### config.mk
export PLATFORM = sky130hd
export DESIGN_NAME = line_fetch_sched
export DESIGN_NICKNAME = d
export VERILOG_FILES = /design/src/rtl/line_fetch_sched.sv
export SDC_FILE = /design/constraint.sdc
export NUM_CORES = 1
export LEC_CHECK = 0
export BUFFER_PORTS_ARGS = -buffer_cell sky130_fd_sc_hd__buf_2
export CORE_MARGIN = 1.5
export CORE_UTILIZATION = 50
export CTS_CLUSTER_SIZE = 30
export DETAILED_ROUTE_END_ITERATION = 6
export PLACE_DENSITY = 0.81
export SLEW_MARGIN = 20
export SYNTH_ARGS = -nofsm -noshare
export SYNTH_HDL_FRONTEND = slang
export SYNTH_SLANG_ARGS = --single-unit
### constraint.sdc
create_clock -name clk_i -period 3.3 [get_ports clk_i]
set_input_delay 0.495 -clock clk_i [delete_from_list [all_inputs] [get_ports clk_i]]
set_output_delay 0.495 -clock clk_i [all_outputs]
set_load 0.05 [all_outputs]
### src/rtl/line_fetch_sched.sv
// Per-frame line-fetch scheduler: turns vs/hs timing pulses into one address
// request per line and owns the front/back frame buffer swap.
module line_fetch_sched #(
    parameter int unsigned HEIGHT     = 1080,
    parameter int unsigned LINE_BYTES = 384
) (
    input  logic                      clk_i,
    input  logic                      rst_ni,
    input  logic                      srst_i,
    input  logic                      en_i,
    input  logic                      vs_i,
    input  logic                      hs_i,
    input  logic [31:0]               base0_i,
    input  logic [31:0]               base1_i,
    input  logic                      wr_done_i,
    output logic                      aval_o,
    output logic [31:0]               addr_o,
    output logic                      en_o,
    output logic                      buf_o,
    output logic [$clog2(HEIGHT)-1:0] line_o,
    output logic                      overrun_o
);

    localparam int unsigned LW = $clog2(HEIGHT);
    localparam logic [LW-1:0] LAST_LINE = LW'(HEIGHT - 1);

    typedef enum logic [1:0] {IDLE, ISSUE, WAIT, DONE} state_e;

    state_e          state_q, state_d;
    logic            aval_q, aval_d;
    logic [31:0]     addr_q, addr_d;
    logic            en_q, en_d;
    logic            buf_q, buf_d;
    logic [LW-1:0]   line_q, line_d;
    logic            ovr_q, ovr_d;
    logic            pend_q, pend_d;
    logic            last_line;

    always_comb begin
        state_d   = state_q;
        addr_d    = addr_q;
        buf_d     = buf_q;
        line_d    = line_q;
        ovr_d     = ovr_q;
        pend_d    = pend_q;
        last_line = (line_q == LAST_LINE);

        // vs restarts the frame from any state and swallows a coincident hs
        if (vs_i) begin
            buf_d   = buf_q ^ (pend_q | wr_done_i);
            pend_d  = 1'b0;
            line_d  = '0;
            addr_d  = buf_d ? base1_i : base0_i;
            state_d = ISSUE;
        end else begin
            if (wr_done_i) pend_d = 1'b1;
            case (state_q)
                ISSUE: begin
                    state_d = last_line ? DONE : WAIT;
                    if (hs_i) ovr_d = 1'b1;
                end
                WAIT: begin
                    if (hs_i) begin
                        if (last_line) begin
                            state_d = DONE;
                        end else begin
                            line_d  = line_q + 1'b1;
                            addr_d  = addr_q + 32'(LINE_BYTES);
                            state_d = ISSUE;
                        end
                    end
                end
                default: ;
            endcase
        end

        aval_d = (state_d == ISSUE);
        en_d   = en_i & (state_d != IDLE);
    end

    always_ff @(posedge clk_i or negedge rst_ni) begin
        if (!rst_ni) begin
            state_q <= IDLE;
            aval_q  <= 1'b0;
            addr_q  <= '0;
            en_q    <= 1'b0;
            buf_q   <= 1'b0;
            line_q  <= '0;
            ovr_q   <= 1'b0;
            pend_q  <= 1'b0;
        end else if (srst_i) begin
            state_q <= IDLE;
            aval_q  <= 1'b0;
            addr_q  <= '0;
            en_q    <= 1'b0;
            buf_q   <= 1'b0;
            line_q  <= '0;
            ovr_q   <= 1'b0;
            pend_q  <= 1'b0;
        end else begin
            state_q <= state_d;
            aval_q  <= aval_d;
            addr_q  <= addr_d;
            en_q    <= en_d;
            buf_q   <= buf_d;
            line_q  <= line_d;
            ovr_q   <= ovr_d;
            pend_q  <= pend_d;
        end
    end

    assign aval_o    = aval_q;
    assign addr_o    = addr_q;
    assign en_o      = en_q;
    assign buf_o     = buf_q;
    assign line_o    = line_q;
    assign overrun_o = ovr_q;

endmodule
Yosys cells after proc, flatten, opt, wreduce, memory -nomap -nowiden --
Index checks and enable logic that the tools add are counted.
Storage, ports and cells: word-level logic and storage cells 56, memory bits (writable) 0, output and inout port bits 47, input port bits 71, bits in latches 0, memories kept 0, memory bits (read-only) 0, register bits after elaboration 50
Cells by class: equality and inequality tests 6, bitwise logic cells 3, divide/modulo/power cells 0, multiplexer cells 28, multipliers 0, add/subtract/negate cells 2, reductions and logical operators 9, shift-type cells 0, order comparisons 0
Operators by type and width (number):
- 32-bit two-way mux | 6
- 11-bit two-way mux | 5
- 32-bit by 9-bit adder with 32-bit output (second input constant) | 1
- 1-bit two-way mux | 12
- 11-bit by 1-bit adder with 11-bit output (second input constant) | 1
- 11-bit equality test (second input constant) | 1
- 3-bit nonzero test | 3
- 2-bit two-way mux | 4
- 2-bit nonzero test | 4
- 3-bit AND reduction | 2
- 2-bit by 1-bit equality test with 1-bit output (second input constant) | 2
- 2-bit one-hot mux with 2 select lines | 1
- 3-bit inequality test (second input constant) | 1
- 2-bit equality test (second input constant) | 1
- 2-bit inequality test (second input constant) | 1
- 1-bit bitwise AND | 1
- 1-bit OR | 1
- 1-bit XOR | 1

Depth between registers and ports, before layout --
Gate-level depths: netlist (run 1).
depth after elaboration 8, depth in mapped cells 8, mapped depth without buffers 7

Least setup slack after synthesis (run 1) --
OpenSTA, ideal clock, no wires.
kind register to register, start point register line_q[0] (netlist: line_o[0]), end point register addr_q[29] (netlist: addr_o[29]), period minus slack after synthesis 2152 ps, arrival time 2070 ps, setup slack 1148 ps, cell stages (with the launch flop) 8, library setup time 82 ps, buffers on the path 1, data required time 3218 ps, cell sequence dfrtp_1 > ha_1 > and4_4 > buf_6 > a31oi_4 > nand3_2 > or3_1 > a31oi_1
Between the ends: longest elaborated chain between the ends 3
RTL lines:
- start: declaration | RTL line 34 | logic [LW-1:0] line_q, line_d;
- start signal: assignment | RTL line 106 | line_q <= line_d;
- 11-bit equality test | RTL line 46 | last_line = (line_q == LAST_LINE);
- 3-bit inequality test (no line)
- 3-bit AND reduction (no line)
- end signal: assignment | RTL line 103 | addr_q <= addr_d;
- end: declaration | RTL line 31 | logic [31:0] addr_q, addr_d;
No other way between the ends. A chain may end at the register's enable or synchronous reset.

Final worst setup path (run 1) --
start point register state_q[0], end point register addr_q[29] (netlist: addr_o[29])
Between the ends: longest elaborated chain between the ends 3
RTL lines:
- start: declaration | RTL line 29 | state_e state_q, state_d;
- start signal: assignment | RTL line 101 | state_q <= state_d;
- 2-bit equality test | RTL line 57 | case (state_q)
- 3-bit nonzero test (no line)
- 3-bit AND reduction (no line)
No other way between the ends.

==> flow_metrics.py, run 1 <==
metrics = {
    "clock_tree": {
        "worstSkewPairLatency_ns": 0.32,
        "cts_sinks": 50,
        "path_clk_slew_ns": 0.10,
        "cts_setup_buffers": 0,
        "post_cts_resized": 0,
        "hold_buffers": 0,
        "cts_made_buffers": 5,
        "cts_tree": "yes",
        "clock-root-buffer": "clkbuf_8",
        "clockBufferDepth": 2,
        "htreeDepth": 2,
    },
    "floorplanning": {
        "pin_count": 118,
        "start_util_pct": 52.6,
        "core-area_um2": 6030,
        "die_h_um": 82.6,
        "rows": 28,
        "die_w_um": 82.6,
        "dieArea_um2": 6830,
    },
    "worst_setup_path": {
        "startpoint_type": "flip-flop",
        "cp_slowest_stage_delay_ns": 0.52,
        "crit_chain": "inv_1 > ha_1 > nand2_1 > a31oi_4 > nand3_2 > or3_1 > a31oi_1",
        "r2r_setup_slack_ns": 0.96,
        "r2r-start": "state_q[0]",
        "crit_slowest_cell": "a31oi_4",
        "crit_type": "flip-flop to flip-flop",
        "r2r-end": "addr_o[29]",
        "end_kind": "flip-flop",
        "required_ns": 3.53,
        "crit_fanout": 19,
        "timing.critical_path.arrival_ns": 2.57,
        "ff2ff_path_depth": 7,
    },
    "global_route": {
        "grt_antenna_before_repair": 0,
        "track_usage_pct": 25.4,
        "gr-total-overflow": 0,
        "grt_max_degree": 40,
        "grt_pass1_vias": 2822,
        "grt_pass1_wl_um": 13200,
    },
    "logic_synthesis": {
        "syn_area_um2": 3170,
        "synth_nets": 408,
        "syn_area_per_cell_um2": 9.52,
        "syn_inst": 333,
        "synth_seq_cells": 50,
        "synth_edf_count": 0,
        "yosysWarnings": 0,
        "ys_async_sr_fraction_pct": 100,
        "synth_ff_type": "dfrtp_1",
        "ys_types": 52,
        "yosysSeqAreaShare_pct": 39.5,
    },
    "place": {
        "gp_congestion": 0.874,
        "placed_area_um2": 3810,
        "port_buffers": 117,
        "place_hpwl_um": 6170,
    },
    "route": {
        "avgViaCountPerCell": 5.73,
        "drt-total-wl_um": 8340,
        "drc": 0,
        "drt_iter0_drc": 305,
        "ant_nets": 0,
        "firstDrtPassIters": 4,
        "wl_per_cell_um": 16.0,
        "vias": 2980,
    },
    "cells_and_area": {
        "fin_util_pct": 65.0,
        "design_area_um2": 3920,
        "nNetsFinal": 519,
        "fillers": 514,
        "drive_above_1_share_pct": 36.2,
        "n_antenna_cell": 0,
        "layout_commonest_cell": "buf_2",
        "layout_common_cells": "117 x buf_2, 50 x dfrtp_1, 39 x nor2_1",
        "area_delta_synth_final_pct": 23.6,
    },
    "power_and_ir_drop": {
        "p_total_mw": 1.59,
        "pwr_density_cell_nw_per_um2": 405,
        "p_leak_nw": 1.89,
        "vdd_drop_max_mv": 0.264,
    },
    "timing": {
        "fin_crit_ns": 2.34,
        "whs_ns": 0.252,
        "worst_pin_slew_ns": 0.808,
        "report.final.slew_viol_count": 0,
        "finalCritPeriodShare_pct": 71.0,
        "fmax_ghz": 0.427,
        "rsz0062_at_grt": "false",
        "finalSetupViolCount": 0,
        "fin_worst_skew_ns": 0.0130,
        "setup_tns_ns": 0,
        "slew_headroom_pct": 46.2,
        "finalHoldViolCount": 0,
    },
    "min_path": {
        "hp-class": "primary input to async pin",
    },
    "run": {
        "max_cap_viol_count": 0,
    },
    "status": {
        "outcome": "complete, no violations",
    },
}
[kinds of logic (layout without fill, tap and decap cells)]
| family | after synthesis | count (layout) | synth area share, % |
|---|---|---|---|
| XOR/XNOR | 30 | 30 | 8.53 |
| buffers and inverters | 30 | 142 | 4.22 |
| AO/OA/AOI/OAI | 76 | 76 | 15.9 |
| AND/OR/NAND/NOR | 108 | 108 | 18.5 |
| flip-flops | 50 | 50 | 39.5 |
| adder cells (fa/ha/maj) | 4 | 4 | 1.58 |
| multiplexers | 35 | 35 | 11.7 |
[cells in the mapped netlist (5+ instances only)]
library cell   n  area, µm²
nor2_1        39        146
a31oi_1        6       37.5
clkbuf_1      11       41.3
a211oi_1      11       82.6
nand4_1        8       50.1
xnor2_1       14        123
nand2_1       19       71.3
xor2_1        15        131
nand3_1       13       65.1
and3_1         5       31.3
o21ai_0       18       90.1
mux2_2        17        191
mux2i_1       18        180
dfrtp_1       50       1250
a21oi_1       20        100
inv_1         12       45.0
[how the worst max path moves through the flow]
stage | start | to | cells past startpoint
final | state_q[0] | addr_o[29] | 7
after global routing | state_q[0] | addr_o[29] | 7
after CTS | state_q[0] | addr_o[29] | 7
after detailed placement | state_q[0] | addr_o[29] | 7
after global placement | wr_done_i | addr_o[11] | 7
after floorplan | line_o[0] | addr_o[29] | 7
[metrics by stage]
stage / instances / worst slack (ns)
finish: 520 / 0.956
global placement: 512 / 1.09
CTS: 520 / 0.946
global route: 520 / 0.732
detailed placement: 512 / 1.00
floorplan: 333 / 1.15
[state kept, by name, summed over array words and instances (netlist names)]
signal     flops
line_o        11
overrun_o      1
addr_o        32
en_o           1
state_q        2
pend_q         1
buf_o          1
aval_o         1
[final cells by class]
class / instances / area (µm²) / area share, %
Clock buffer: 6 / 72.6 / 1.85
Clock inverter: 2 / 37.5 / 0.958
Inverter: 12 / 45.0 / 1.15
Multi-Input combinational cell: 253 / 1800 / 45.8
Sequential cell: 50 / 1250 / 31.9
Tap cell: 75 / 93.8 / 2.39
Timing Repair Buffer: 122 / 623 / 15.9
[critical path: cells and delay by family (launching register included)]
family	cells	cell delay, ns
and+or+nand+nor	3	0.79
AOI/OAI and AO/OA	2	0.70
DFF	1	0.42
adders and majority gates	1	0.27
buffers and inverters	1	0.07
[power breakdown]
| group | internal [mW] | total, mW | leakage [nW] | switching, mW |
|---|---|---|---|---|
| sequential | 0.649 | 0.694 | 0.663 | 0.0446 |
| clock | 0.226 | 0.441 | 0.0514 | 0.215 |
| combinational | 0.163 | 0.451 | 1.17 | 0.288 |
| total | 1.04 | 1.59 | 1.89 | 0.547 |
[routing by layer]
metal,vias up,wire length (µm),track usage [%]
li1,1422,-,-
met3,23,674,5.16
met2,143,4010,43.3
met1,1392,3410,31.3
met5,-,0,0
met4,0,243,10.2
Note: power is estimated with default switching activity, not from simulation.
==> run 2, diff against run 1 <==
Clock period 3.3 ns to 2.2 ns, I/O delays scaled along.
==> run 2 against run 1 <==
Worst setup slack got worse by 0.76 ns. Non-clock buffer count increased by 6. Utilization increased by 0.64 points. Register-to-register slack got worse by 0.76 ns. Largest cell class unchanged. Largest power group unchanged.
==> flow_metrics.py, run 2 (synthesis results as in run 1) <==
metrics = {
    "timing": {
        "worst_pin_slew_ns": 0.565,
        "setup_tns_ns": 0,
        "finalSetupViolCount": 0,
        "rsz0062_at_grt": "false",
        "report.final.slew_viol_count": 0,
        "fmax_ghz": 0.498,
        "fin_crit_ns": 2.01,
        "fin_worst_skew_ns": 0.00972,
        "slew_headroom_pct": 62.3,
        "finalCritPeriodShare_pct": 91.3,
        "finalHoldViolCount": 0,
    },
    "global_route": {
        "track_usage_pct": 25.4,
        "grt_pass1_vias": 2787,
        "gr-total-overflow": 0,
        "grt_antenna_before_repair": 0,
        "grt_pass1_wl_um": 13200,
        "grt_max_degree": 41,
    },
    "route": {
        "avgViaCountPerCell": 5.62,
        "ant_nets": 0,
        "drt_iter0_drc": 147,
        "firstDrtPassIters": 4,
        "vias": 2956,
        "drc": 0,
        "wl_per_cell_um": 15.4,
        "drt-total-wl_um": 8120,
    },
    "floorplanning": {
        "die_w_um": 82.6,
        "dieArea_um2": 6830,
        "pin_count": 118,
        "rows": 28,
        "die_h_um": 82.6,
        "core-area_um2": 6030,
        "start_util_pct": 52.6,
    },
    "worst_setup_path": {
        "startpoint_type": "flip-flop",
        "timing.critical_path.arrival_ns": 2.25,
        "crit_type": "flip-flop to flip-flop",
        "ff2ff_path_depth": 6,
        "crit_fanout": 8,
        "end_kind": "flip-flop",
        "required_ns": 2.44,
    },
    "clock_tree": {
        "post_cts_resized": 0,
        "hold_buffers": 0,
        "clockBufferDepth": 2,
        "clock-root-buffer": "clkbuf_8",
        "htreeDepth": 2,
        "path_clk_slew_ns": 0.09,
        "worstSkewPairLatency_ns": 0.31,
        "cts_made_buffers": 5,
        "cts_setup_buffers": 0,
        "cts_tree": "yes",
        "cts_sinks": 50,
    },
    "place": {
        "gp_congestion": 0.871,
        "place_hpwl_um": 6090,
        "port_buffers": 117,
    },
    "cells_and_area": {
        "drive_above_1_share_pct": 37.0,
        "layout_commonest_cell": "buf_2",
        "layout_common_cells": "117 x buf_2, 50 x dfrtp_1, 39 x nor2_1",
        "area_delta_synth_final_pct": 24.9,
        "nNetsFinal": 525,
        "fin_util_pct": 65.7,
        "largest_register_ffs": 32,
        "n_antenna_cell": 0,
    },
    "power_and_ir_drop": {
        "p_total_mw": 2.29,
        "pwr_density_cell_nw_per_um2": 578,
        "p_leak_nw": 1.92,
        "vdd_drop_max_mv": 0.312,
    },
    "min_path": {
        "hp-class": "primary input to async pin",
    },
    "run": {
        "max_cap_viol_count": 0,
    },
    "status": {
        "outcome": "complete, no violations",
    },
}
-- run 2: layout make-up --
| cell class | instances | area [µm²] |
|---|---|---|
| flip-flops and latches | 50 | 1250 |
| fillers | 528 | 2070 |
| repair buffers | 128 | 681 |
| multi-input cells | 253 | 1800 |
| well taps | 75 | 93.8 |
| clock buffers | 7 | 86.3 |
| inverters | 12 | 45.0 |
| clock inverters | 1 | 5.00 |
-- run 2: worst paths after layout --
| kind | slack, ns | start | to |
|---|---|---|---|
| hold / removal | 0.0009 | rst_ni | line_o[3] |
| setup reg to reg | 0.19 | line_o[0] | addr_o[31] |
| min in group clk_i | 0.26 | en_i | en_o |
| max in group asynchronous | 1.64 | rst_ni | addr_o[14] |
| setup / recovery | 0.19 | line_o[0] | addr_o[31] |
| hold reg to reg | 0.55 | addr_o[2] | addr_o[2] |
-- run 2: worst max-delay path, stage by stage, from the launching register on --
cell,delay (ns)
dfrtp_1,0.44
ha_1,0.26
and4_4,0.21
a31oi_4,0.31
nand3_2,0.19
or3_1,0.35
a31oi_1,0.17
-- run 2: power breakdown --
group          internal, mW  switching (mW)
clock                 0.255           0.313
combinational         0.249           0.428
sequential            0.974          0.0679
total                  1.48           0.809
-- run 2: layer usage --
metal | GRT usage, % | vias to the layer above | wire length (µm)
li1 | - | 1430 | -
met1 | 34.0 | 1400 | 3630
met2 | 42.4 | 113 | 3900
met3 | 4.40 | 13 | 487
met4 | 6.83 | 0 | 109
met5 | 0 | - | 0
-- run 2: metrics by stage --
| step | instance area (µm²) | instances | hold WS (ns) | setup slack (ns) |
|---|---|---|---|---|
| after floorplan | 3170 | 333 | 0.0344 | 0.0485 |
| after global placement | 3870 | 518 | 0.354 | 0.242 |
| after detailed placement | 3870 | 518 | 0.361 | 0.173 |
| after CTS | 3960 | 526 | 0.0269 | 0.192 |
| after global routing | 3960 | 526 | 0.0517 | 0.0576 |
| final | 3960 | 526 | 0.000912 | 0.191 |
==> run 3, diff against run 2 <==
Settings changed: PLACE_DENSITY 0.81 to not set, PLACE_DENSITY_LB_ADDON set to 0.12.
==> run 3 against run 2 <==
Sequential share of layout area decreased by 0.17 points. Flip-flop and latch count unchanged. Via count decreased by 1.3%. Critical path type unchanged. Critical endpoint is now addr_o[12]. Largest power group unchanged.
==> flow_metrics.py, run 3 (synthesis results as in run 1) <==
metrics = {
    "status": {
        "outcome": "complete, no violations",
    },
    "place": {
        "port_buffers": 117,
        "gp_congestion": 0.827,
        "place_hpwl_um": 6110,
        "pre_cts_ws_ns": 0.201,
    },
    "timing": {
        "fin_worst_skew_ns": 0.00523,
        "report.final.slew_viol_count": 0,
        "slew_headroom_pct": 62.1,
        "setup_ws_ns": 0.204,
        "rsz0062_at_grt": "false",
        "finalCritPeriodShare_pct": 90.7,
        "finalSetupViolCount": 0,
        "setup_tns_ns": 0,
        "worst_pin_slew_ns": 0.568,
        "finalHoldViolCount": 0,
        "fin_crit_ns": 2.00,
        "fmax_ghz": 0.501,
    },
    "route": {
        "drt-total-wl_um": 8080,
        "drt_iter0_drc": 157,
        "drc": 0,
        "avgViaCountPerCell": 5.51,
        "wl_per_cell_um": 15.3,
        "vias": 2919,
        "firstDrtPassIters": 4,
        "ant_nets": 0,
    },
    "global_route": {
        "grt_pass1_vias": 2677,
        "met3_usage_pct": 4.73,
        "track_usage_pct": 24.8,
        "met2_usage_pct": 39.3,
        "grt_busiest_layer": "met2",
        "gr-usage-met1_pct": 34.3,
        "gr-total-overflow": 0,
        "grt_antenna_before_repair": 0,
        "grt_pass1_wl_um": 12800,
        "grt_max_degree": 30,
    },
    "worst_setup_path": {
        "ff2ff_path_depth": 8,
        "r2r-start": "state_q[0]",
        "crit_fanout": 8,
        "r2r-end": "addr_o[12]",
        "crit_type": "flip-flop to flip-flop",
        "startpoint_type": "flip-flop",
        "required_ns": 2.40,
        "timing.critical_path.arrival_ns": 2.20,
        "cp-startpoint": "state_q[0]",
        "r2r_setup_slack_ns": 0.20,
        "end_kind": "flip-flop",
    },
    "floorplanning": {
        "rows": 28,
        "core-area_um2": 6030,
        "dieArea_um2": 6830,
        "die_w_um": 82.6,
        "die_h_um": 82.6,
        "start_util_pct": 52.6,
        "pin_count": 118,
    },
    "power_and_ir_drop": {
        "power_frac_clock_pct": 24.9,
        "seqPwrFrac_pct": 45.3,
        "p_sw_mw": 0.809,
        "p_total_mw": 2.29,
        "combPwrFrac_pct": 29.8,
        "vdd_drop_max_mv": 0.336,
        "pwr_density_cell_nw_per_um2": 575,
        "switching_share_pct": 35.4,
        "intPower_mw": 1.48,
        "p_leak_nw": 1.94,
    },
    "run": {
        "max_cap_viol_count": 0,
    },
    "cells_and_area": {
        "n_antenna_cell": 0,
        "largest_register_ffs": 32,
        "layout_commonest_cell": "buf_2",
        "drive_above_1_share_pct": 37.8,
        "nNetsFinal": 529,
        "area_delta_synth_final_pct": 25.5,
        "fillers": 517,
        "layout_common_cells": "117 x buf_2, 50 x dfrtp_1, 39 x nor2_1",
    },
    "clock_tree": {
        "cts_sinks": 50,
        "cts_made_buffers": 5,
        "cts_setup_buffers": 0,
        "clockBufferDepth": 2,
        "htreeDepth": 2,
        "cts_tree": "yes",
        "hold_buffers": 0,
        "post_cts_resized": 0,
        "clock-root-buffer": "clkbuf_8",
        "path_clk_slew_ns": 0.09,
        "worstSkewPairLatency_ns": 0.31,
    },
    "min_path": {
        "hp-class": "primary input to async pin",
    },
}
-- run 3: cell count changes in the layout (fill, tap and decap cells not counted) --
cell / before / now
clkinvlp_4: 0 / 1
clkbuf_1: 1 / 0
buf_12: 1 / 0
buf_4: 10 / 15
-- run 3: worst max path at each step --
stage / depth (start not counted) / to / slack (ns)
final: 8 / addr_o[12] / 0.20
after global routing: 7 / addr_o[29] / 0.02
after CTS: 8 / addr_o[12] / 0.18
after floorplan: 7 / addr_o[29] / 0.05
after detailed placement: 7 / addr_o[29] / 0.20
after global placement: 7 / addr_o[24] / 0.29
-- run 3: worst max-delay path, stage by stage, from the launching register on --
cell and delay [ns]:
dfrtp_1 0.42, inv_1 0.07, ha_1 0.28, nand2_1 0.20, a31oi_4 0.27, buf_4 0.22, nand3_1 0.10, xnor2_1 0.13
o211a_1 0.21
-- run 3: metal layers --
| layer | vias to the layer above | wire length [µm] |
|---|---|---|
| li1 | 1450 | - |
| met1 | 1351 | 3740 |
| met2 | 110 | 3680 |
| met3 | 8 | 564 |
| met4 | 0 | 102 |
| met5 | - | 0 |
-- run 3: through the flow --
stage	hold WS, ns	util, %	area (µm²)	instances
global placement	0.361	64.2	3870	520
global route	0.0550	66.0	3980	530
floorplan	0.0344	-	3170	333
CTS	0.0231	65.8	3960	528
detailed placement	0.360	64.2	3870	520
finish	0.00569	66.0	3980	530
-- run 3: power by group through the flow --
stage / registers [mW] / logic [mW] / clock network, mW
floorplan: 1.23 / 0.288 / 0
global placement: 1.05 / 0.674 / 0
detailed placement: 1.05 / 0.685 / 0
CTS: 1.04 / 0.687 / 0.585
global route: 1.05 / 0.740 / 0.614
finish: 1.04 / 0.682 / 0.569
-- run 3: layout make-up --
| class | count | area, µm² | share of cell area (%) |
|---|---|---|---|
| clock buffers | 6 | 82.6 | 2.08 |
| clock inverters | 2 | 12.5 | 0.314 |
| inverters | 12 | 45.0 | 1.13 |
| multi-input cells | 253 | 1800 | 45.1 |
| flip-flops and latches | 50 | 1250 | 31.4 |
| well taps | 75 | 93.8 | 2.36 |
| repair buffers | 132 | 698 | 17.5 |
